[config.mk]
export PLATFORM = sky130hd
export DESIGN_NAME = bus_arbiter_flat
export DESIGN_NICKNAME = d
export VERILOG_FILES = /design/src/rtl/bus_arbiter_pkg.sv /design/src/rtl/bus_arbiter_if.sv /design/src/rtl/bus_arbiter_arb_pick.sv /design/src/rtl/bus_arbiter.sv /design/src/flat_wrapper.sv
export SDC_FILE = /design/constraint.sdc
export NUM_CORES = 1
export LEC_CHECK = 0
export ABC_AREA = 1
export BUFFER_PORTS_ARGS = -buffer_cell sky130_fd_sc_hd__buf_2
export CORE_ASPECT_RATIO = 1.4
export CORE_UTILIZATION = 45
export CTS_BUF_LIST = sky130_fd_sc_hd__clkbuf_8
export CTS_CLUSTER_DIAMETER = 150
export DETAILED_ROUTE_END_ITERATION = 16
export PLACE_DENSITY = 0.77
export SYNTH_ARGS = -nofsm -noshare
export SYNTH_HDL_FRONTEND = slang
export SYNTH_SLANG_ARGS = --single-unit
[constraint.sdc]
create_clock -name clk -period 3.1 [get_ports clk]
set_input_delay 0.62 -clock clk [delete_from_list [all_inputs] [get_ports clk]]
set_output_delay 0.62 -clock clk [all_outputs]
set_load 0.01 [all_outputs]
[src/rtl/bus_arbiter_pkg.sv]
// Shared types and constants for the two-port memory_bus arbiter.
// Port 0 is the CPU and port 1 is the DMA/loader engine.
package bus_arbiter_pkg;

    typedef enum logic [1:0] {
        STATE_IDLE   = 2'd0,
        STATE_ACCESS = 2'd1,
        STATE_WAIT   = 2'd2,
        STATE_DONE   = 2'd3
    } state_e;

    localparam logic PORT_CPU = 1'b0;
    localparam logic PORT_DMA = 1'b1;

    localparam int ADDR_W = 16;
    localparam int DATA_W = 8;
    localparam int CNT_W  = 2;

endpackage

[src/rtl/bus_arbiter_if.sv]
// Requester-side handshake for one arbiter port.
// The requester holds req, addr, wdata and we until it sees ack.
interface bus_arbiter_if;
    import bus_arbiter_pkg::*;

    logic              req;
    logic [ADDR_W-1:0] addr;
    logic [DATA_W-1:0] wdata;
    logic              we;
    logic              ack;
    logic [DATA_W-1:0] rdata;

    modport master (output req, addr, wdata, we, input ack, rdata);
    modport slave  (input req, addr, wdata, we, output ack, rdata);

endinterface

[src/rtl/bus_arbiter_arb_pick.sv]
// Combinational winner select between the two requesters.
// A lone request always wins; ties go by fixed priority or round-robin.
module bus_arbiter_arb_pick
    import bus_arbiter_pkg::*;
#(
    parameter bit CPU_PRIORITY = 1'b0
) (
    input  logic req0,
    input  logic req1,
    input  logic owner,
    output logic grant,
    output logic valid
);

    always_comb begin
        valid = req0 | req1;
        grant = PORT_CPU;
        if (req0 && req1) begin
            // round-robin hands the tie to whichever port did not own the bus last
            grant = CPU_PRIORITY ? PORT_CPU : ~owner;
        end else if (req1) begin
            grant = PORT_DMA;
        end
    end

endmodule

[src/rtl/bus_arbiter.sv]
// Shares the single memory_bus port between the CPU (port 0) and the DMA engine (port 1).
// Each access runs as one arbitrated transaction; every output comes straight from a flop.
//
// state  | meaning
// IDLE   | bus free; sample requests and latch the winner's address/data/we
// ACCESS | bus driven from the latched copy; write strobe for this one cycle only
// WAIT   | read in flight; down-counter runs until the memory data is valid
// DONE   | bus released; read data captured and ack pulsed on the next edge
module bus_arbiter
    import bus_arbiter_pkg::*;
#(
    parameter int unsigned READ_LATENCY = 1,
    parameter bit          CPU_PRIORITY = 1'b0
) (
    input  logic              clk,
    input  logic              reset,
    bus_arbiter_if.slave      port0,
    bus_arbiter_if.slave      port1,
    output logic [ADDR_W-1:0] mem_address,
    output logic [DATA_W-1:0] mem_data_in,
    input  logic [DATA_W-1:0] mem_data_out,
    output logic              mem_bus_enable,
    output logic              mem_write_en,
    output logic              owner
);

    state_e            state_q, state_d;
    logic [CNT_W-1:0]  cnt_q, cnt_d;
    logic              owner_q, owner_d;
    logic              txn_we_q, txn_we_d;
    logic [ADDR_W-1:0] mem_address_q, mem_address_d;
    logic [DATA_W-1:0] mem_data_in_q, mem_data_in_d;
    logic              mem_bus_enable_q, mem_bus_enable_d;
    logic              mem_write_en_q, mem_write_en_d;
    logic              ack0_q, ack0_d, ack1_q, ack1_d;
    logic [DATA_W-1:0] rdata0_q, rdata0_d, rdata1_q, rdata1_d;

    logic pick_grant;
    logic pick_valid;

    bus_arbiter_arb_pick #(
        .CPU_PRIORITY (CPU_PRIORITY)
    ) u_arb_pick (
        .req0  (port0.req),
        .req1  (port1.req),
        .owner (owner_q),
        .grant (pick_grant),
        .valid (pick_valid)
    );

    always_comb begin
        state_d          = state_q;
        cnt_d            = cnt_q;
        owner_d          = owner_q;
        txn_we_d         = txn_we_q;
        mem_address_d    = mem_address_q;
        mem_data_in_d    = mem_data_in_q;
        mem_bus_enable_d = 1'b0;
        mem_write_en_d   = 1'b0;
        ack0_d           = 1'b0;
        ack1_d           = 1'b0;
        rdata0_d         = rdata0_q;
        rdata1_d         = rdata1_q;

        case (state_q)
            STATE_IDLE: begin
                if (pick_valid) begin
                    owner_d          = pick_grant;
                    mem_address_d    = (pick_grant == PORT_DMA) ? port1.addr  : port0.addr;
                    mem_data_in_d    = (pick_grant == PORT_DMA) ? port1.wdata : port0.wdata;
                    txn_we_d         = (pick_grant == PORT_DMA) ? port1.we    : port0.we;
                    mem_write_en_d   = txn_we_d;
                    mem_bus_enable_d = 1'b1;
                    state_d          = STATE_ACCESS;
                end
            end
            STATE_ACCESS: begin
                if (txn_we_q || READ_LATENCY == 32'd1) begin
                    state_d = STATE_DONE;
                end else begin
                    cnt_d            = CNT_W'(READ_LATENCY - 32'd1);
                    mem_bus_enable_d = 1'b1;
                    state_d          = STATE_WAIT;
                end
            end
            STATE_WAIT: begin
                cnt_d = cnt_q - CNT_W'(1);
                if (cnt_d == '0) begin
                    state_d = STATE_DONE;
                end else begin
                    mem_bus_enable_d = 1'b1;
                end
            end
            STATE_DONE: begin
                if (owner_q == PORT_CPU) begin
                    ack0_d = 1'b1;
                    if (!txn_we_q) rdata0_d = mem_data_out;
                end else begin
                    ack1_d = 1'b1;
                    if (!txn_we_q) rdata1_d = mem_data_out;
                end
                state_d = STATE_IDLE;
            end
            default: state_d = STATE_IDLE;
        endcase
    end

    always_ff @(posedge clk) begin
        if (reset) begin
            state_q          <= STATE_IDLE;
            cnt_q            <= '0;
            owner_q          <= PORT_DMA;
            txn_we_q         <= 1'b0;
            mem_address_q    <= '0;
            mem_data_in_q    <= '0;
            mem_bus_enable_q <= 1'b0;
            mem_write_en_q   <= 1'b0;
            ack0_q           <= 1'b0;
            ack1_q           <= 1'b0;
            rdata0_q         <= '0;
            rdata1_q         <= '0;
        end else begin
            state_q          <= state_d;
            cnt_q            <= cnt_d;
            owner_q          <= owner_d;
            txn_we_q         <= txn_we_d;
            mem_address_q    <= mem_address_d;
            mem_data_in_q    <= mem_data_in_d;
            mem_bus_enable_q <= mem_bus_enable_d;
            mem_write_en_q   <= mem_write_en_d;
            ack0_q           <= ack0_d;
            ack1_q           <= ack1_d;
            rdata0_q         <= rdata0_d;
            rdata1_q         <= rdata1_d;
        end
    end

    assign port0.ack      = ack0_q;
    assign port0.rdata    = rdata0_q;
    assign port1.ack      = ack1_q;
    assign port1.rdata    = rdata1_q;
    assign mem_address    = mem_address_q;
    assign mem_data_in    = mem_data_in_q;
    assign mem_bus_enable = mem_bus_enable_q;
    assign mem_write_en   = mem_write_en_q;
    assign owner          = owner_q;

endmodule

[src/flat_wrapper.sv]
// flat-port wrapper written by rule: the top's interface ports become plain ports
module bus_arbiter_flat import bus_arbiter_pkg::*;
#(
    parameter int unsigned READ_LATENCY = 1,
    parameter bit          CPU_PRIORITY = 1'b0
)
  (clk, reset, mem_address, mem_data_in, mem_data_out, mem_bus_enable, mem_write_en, owner, port0_req, port0_addr, port0_wdata, port0_we, port0_ack, port0_rdata, port1_req, port1_addr, port1_wdata, port1_we, port1_ack, port1_rdata);
  bus_arbiter_if port0_i ();
  bus_arbiter_if port1_i ();
  input  logic clk;
  input  logic reset;
  output logic [ADDR_W-1:0] mem_address;
  output logic [DATA_W-1:0] mem_data_in;
  input  logic [DATA_W-1:0] mem_data_out;
  output logic mem_bus_enable;
  output logic mem_write_en;
  output logic owner;
  input wire logic [$bits(port0_i.req)-1:0] port0_req;
  input wire logic [$bits(port0_i.addr)-1:0] port0_addr;
  input wire logic [$bits(port0_i.wdata)-1:0] port0_wdata;
  input wire logic [$bits(port0_i.we)-1:0] port0_we;
  output wire logic [$bits(port0_i.ack)-1:0] port0_ack;
  output wire logic [$bits(port0_i.rdata)-1:0] port0_rdata;
  input wire logic [$bits(port1_i.req)-1:0] port1_req;
  input wire logic [$bits(port1_i.addr)-1:0] port1_addr;
  input wire logic [$bits(port1_i.wdata)-1:0] port1_wdata;
  input wire logic [$bits(port1_i.we)-1:0] port1_we;
  output wire logic [$bits(port1_i.ack)-1:0] port1_ack;
  output wire logic [$bits(port1_i.rdata)-1:0] port1_rdata;
  assign port0_i.req = port0_req;
  assign port0_i.addr = port0_addr;
  assign port0_i.wdata = port0_wdata;
  assign port0_i.we = port0_we;
  assign port0_ack = port0_i.ack;
  assign port0_rdata = port0_i.rdata;
  assign port1_i.req = port1_req;
  assign port1_i.addr = port1_addr;
  assign port1_i.wdata = port1_wdata;
  assign port1_i.we = port1_we;
  assign port1_ack = port1_i.ack;
  assign port1_rdata = port1_i.rdata;
  bus_arbiter #(.READ_LATENCY(READ_LATENCY), .CPU_PRIORITY(CPU_PRIORITY)) u_core (.clk(clk), .reset(reset), .port0(port0_i), .port1(port1_i), .mem_address(mem_address), .mem_data_in(mem_data_in), .mem_data_out(mem_data_out), .mem_bus_enable(mem_bus_enable), .mem_write_en(mem_write_en), .owner(owner));
endmodule
==> metrics.csv <==
metric,value,unit
Syn Std Cell Area,2280,um2
non-filler cells in the finished layout,475,
initial antenna violation count,0,
CP Depth,5,
Diodes inserted,0,
Sequential Power Share,42.2,%
Final Skew,8.42,ps
CTS tree,yes,
CP endpoint,u_core.mem_address[15]$_SDFFE_PP0N_,
Syn Nets,380,
yosys warns,0,
CTS buffer count,5,
Row Count,30,
final net count,476,
First-pass DRT Iterations,4,
CP endpoint kind,flop,
"Seq/Total Area, Yosys",43.9,%
"CP delay by family, top",simple AND/OR/NAND/NOR gates,
H-tree depth,2,
worst rel slew slack,52.3,%
Setup CP Type,flop to flop,
most frequent cell after synthesis,nor2_1,
initial core utilization,47.1,%
Least-Margin Pin Slew,713,ps
gate count of the mapped netlist,314,
"Reg clk slew, reported paths",90,ps
cell-internal power,0.00131,W
worst-path cell chain,nand2_2 > nand2_1 > nor2_1 > nor2_1 > nor2_1,
Power Dens Cells,710,nW/um2
Hold Startpoint,u_core.port1.rdata[2]$_SDFFE_PP0P_,
CP Launch Type,flop,
P&R area growth vs syn,27.9,%
Core ar.,4840,um2
worst flop-to-flop path endpoint,u_core.mem_address[15]$_SDFFE_PP0N_,
combinational power share,35.6,%
leakage,1.46,nW
Final min period,1860,ps
crit path max fanout,46,
FF-to-FF Start,u_core.owner$_SDFFE_PP1N_,
P_sw,0.000754,W
Mean Syn Cell Area,7.26,um2
I/O pin count,107,
drt drc,0,
"Slew Viols, Final",0,
RePlAce Congestion,0.779,
Max IR drop VDD,0.390,mV
critical path's slowest cell,dfxtp_1,
grt ovf,0,
DR vias/cell,5.00,
TNS Setup,0,ps
setup repair after global routing missed its margin,false,
CTS max path bufs,2,
fmax,537,MHz
Vias,2376,
first-pass GRT wire length,9.11,mm
Worst Hold Class,flop to flop,
fraction of registers with async set/reset,0,%
largest cells by area after synthesis,"dfxtp_1 44%, nor2_1 12%, nand2_1 7.2%",
dpl cells,467,
Hold Buf Count CTS,0,
Cell variety after synth,23,
Die Span Y,86.2,um
FF/Latch Area,1000,um2
overall routing resource usage,21.1,%
HPWL Detailed,4.05,mm
insertion delay to the later sink of the worst-skew pair,300,ps
worst path bufs/invs,0,
Post-CTS Setup Bufs,0,
Starting DRT DRC Count,110,
Setup crit start,u_core.owner$_SDFFE_PP1N_,
die area,5360,um2
number of antenna-violating nets in the routed design,0,
Post-CTS Resized,0,
WL final,5.50,mm
CP arrival,2060,ps
Filler cells,490,
sw frac,36.5,%
Final setup viols,0,
area occupied by multi-input gates,1120,um2
Max-cap violations,0,
largest net degree at the start of global routing,49,
top cell type by total area after synthesis,dfxtp_1,
Yosys reg bits,50,
commonest cells in the netlist,"72 x nor2_1, 50 x dfxtp_1, 44 x nand2_1, 31 x o21ai_0, 27 x nand3_1",
"Hold Vio Cnt, Final",0,
"most used cell, CP",nor2_1,
vias in the first global route,2205,
"setup slack, reg-to-reg",1240,ps
"slowest stage delay, CP",620,ps
status,"finished, final reports clean",
Post-synth EDFFs,0,
CTS root buf,clkbuf_8,
share of layout cells above drive strength 1,29.4,%
Crit path required time,3300,ps
Worst Reg2Reg Path Length in Cells,5,
Clock Sinks,50,
routed wire length per instance,11.6,um
top cell type's share of synthesized area,43.9,%
Synth Flop Type,dfxtp_1,
Clock power frac,22.2,%
fin crit share,60.0,%
DIE WIDTH,62.2,um
number of port buffers,106,
[worst min path at each step]
stage,cells after the start,to,slack (ps)
finish,2,u_core.port1.rdata[2]$_SDFFE_PP0P_,460
global route,2,u_core.port1.rdata[7]$_SDFFE_PP0P_,490
CTS,2,u_core.port1.rdata[7]$_SDFFE_PP0P_,460
detailed placement,2,u_core.port1.rdata[7]$_SDFFE_PP0P_,450
global placement,2,u_core.port1.rdata[7]$_SDFFE_PP0P_,450
floorplan,2,u_core.txn_we_q$_SDFFE_PP0N_,450
[cell type report]
| type | count | share of cell area, % |
|---|---|---|
| multi-input cells | 230 | 38.3 |
| flip-flops and latches | 50 | 34.3 |
| repair buffers | 109 | 19.0 |
| well taps | 64 | 2.75 |
| clock buffers | 5 | 2.36 |
| inverters | 14 | 1.80 |
| clock inverters | 3 | 1.54 |
[through the flow]
step                      worst slack [ps]  util (%)  hold WS, ps  power (W)  area (um2)
after floorplan                       1740         -          454    0.00140        2280
final                                 1240      60.2          464    0.00207        2920
after global routing                   962      60.2          490    0.00223        2920
after CTS                             1240      60.2          464    0.00209        2920
after global placement                1180      57.9          446    0.00160        2800
after detailed placement              1100      57.9          451    0.00163        2800
[cell families after synthesis]
kind of cell	share of synthesized area, %
xor+xnor	0.384
fa+ha+maj	2.20
buf+inv	7.13
flops	43.9
simple gates	28.9
compound gates	17.5
[per-layer routing]
layer	share of wire [%]	global-route usage, %	vias up
li1	-	-	1221
met1	41	22.7	1042
met2	49	39.4	104
met3	7.6	6.05	9
met4	2.1	7.19	0
met5	0	0	-
[sequential cells by signal (all words and copies together) (netlist names)]
signal and flops:
u_core.mem_bus_enable 1, u_core.port0.ack 1, u_core.port1.ack 1, u_core.cnt_q 2, u_core.txn_we_q 1, u_core.port1.rdata 8
u_core.mem_address 16, u_core.mem_data_in 8, u_core.state_q 2, u_core.mem_write_en 1, u_core.owner 1, u_core.port0.rdata 8
[power groups by stage]
stage               combinational [W]  clock [W]  sequential (W)
detailed placement           0.000742          0        0.000887
CTS                          0.000744   0.000472        0.000875
global placement             0.000720          0        0.000884
finish                       0.000737   0.000459        0.000874
global route                 0.000837   0.000504        0.000892
floorplan                    0.000470          0        0.000932
[layout by cell type (no fill, tap or decap), types with 4 or more instances in the layout]
cell type  instances
inv_1             13
clkbuf_8           5
buf_2            106
nand2_1           44
a21boi_0          15
nand3_1           27
ha_1               4
nand4_1            8
a21oi_1           12
dfxtp_1           50
nor2_1            72
o21ai_0           31
a21boi_1           7
[tightest hold or removal path: stages (launching register included)]
cell and delay [ps]:
dfxtp_1 320, nand2_1 60, a21oi_1 50
Note: power is estimated with default switching activity, not from simulation.
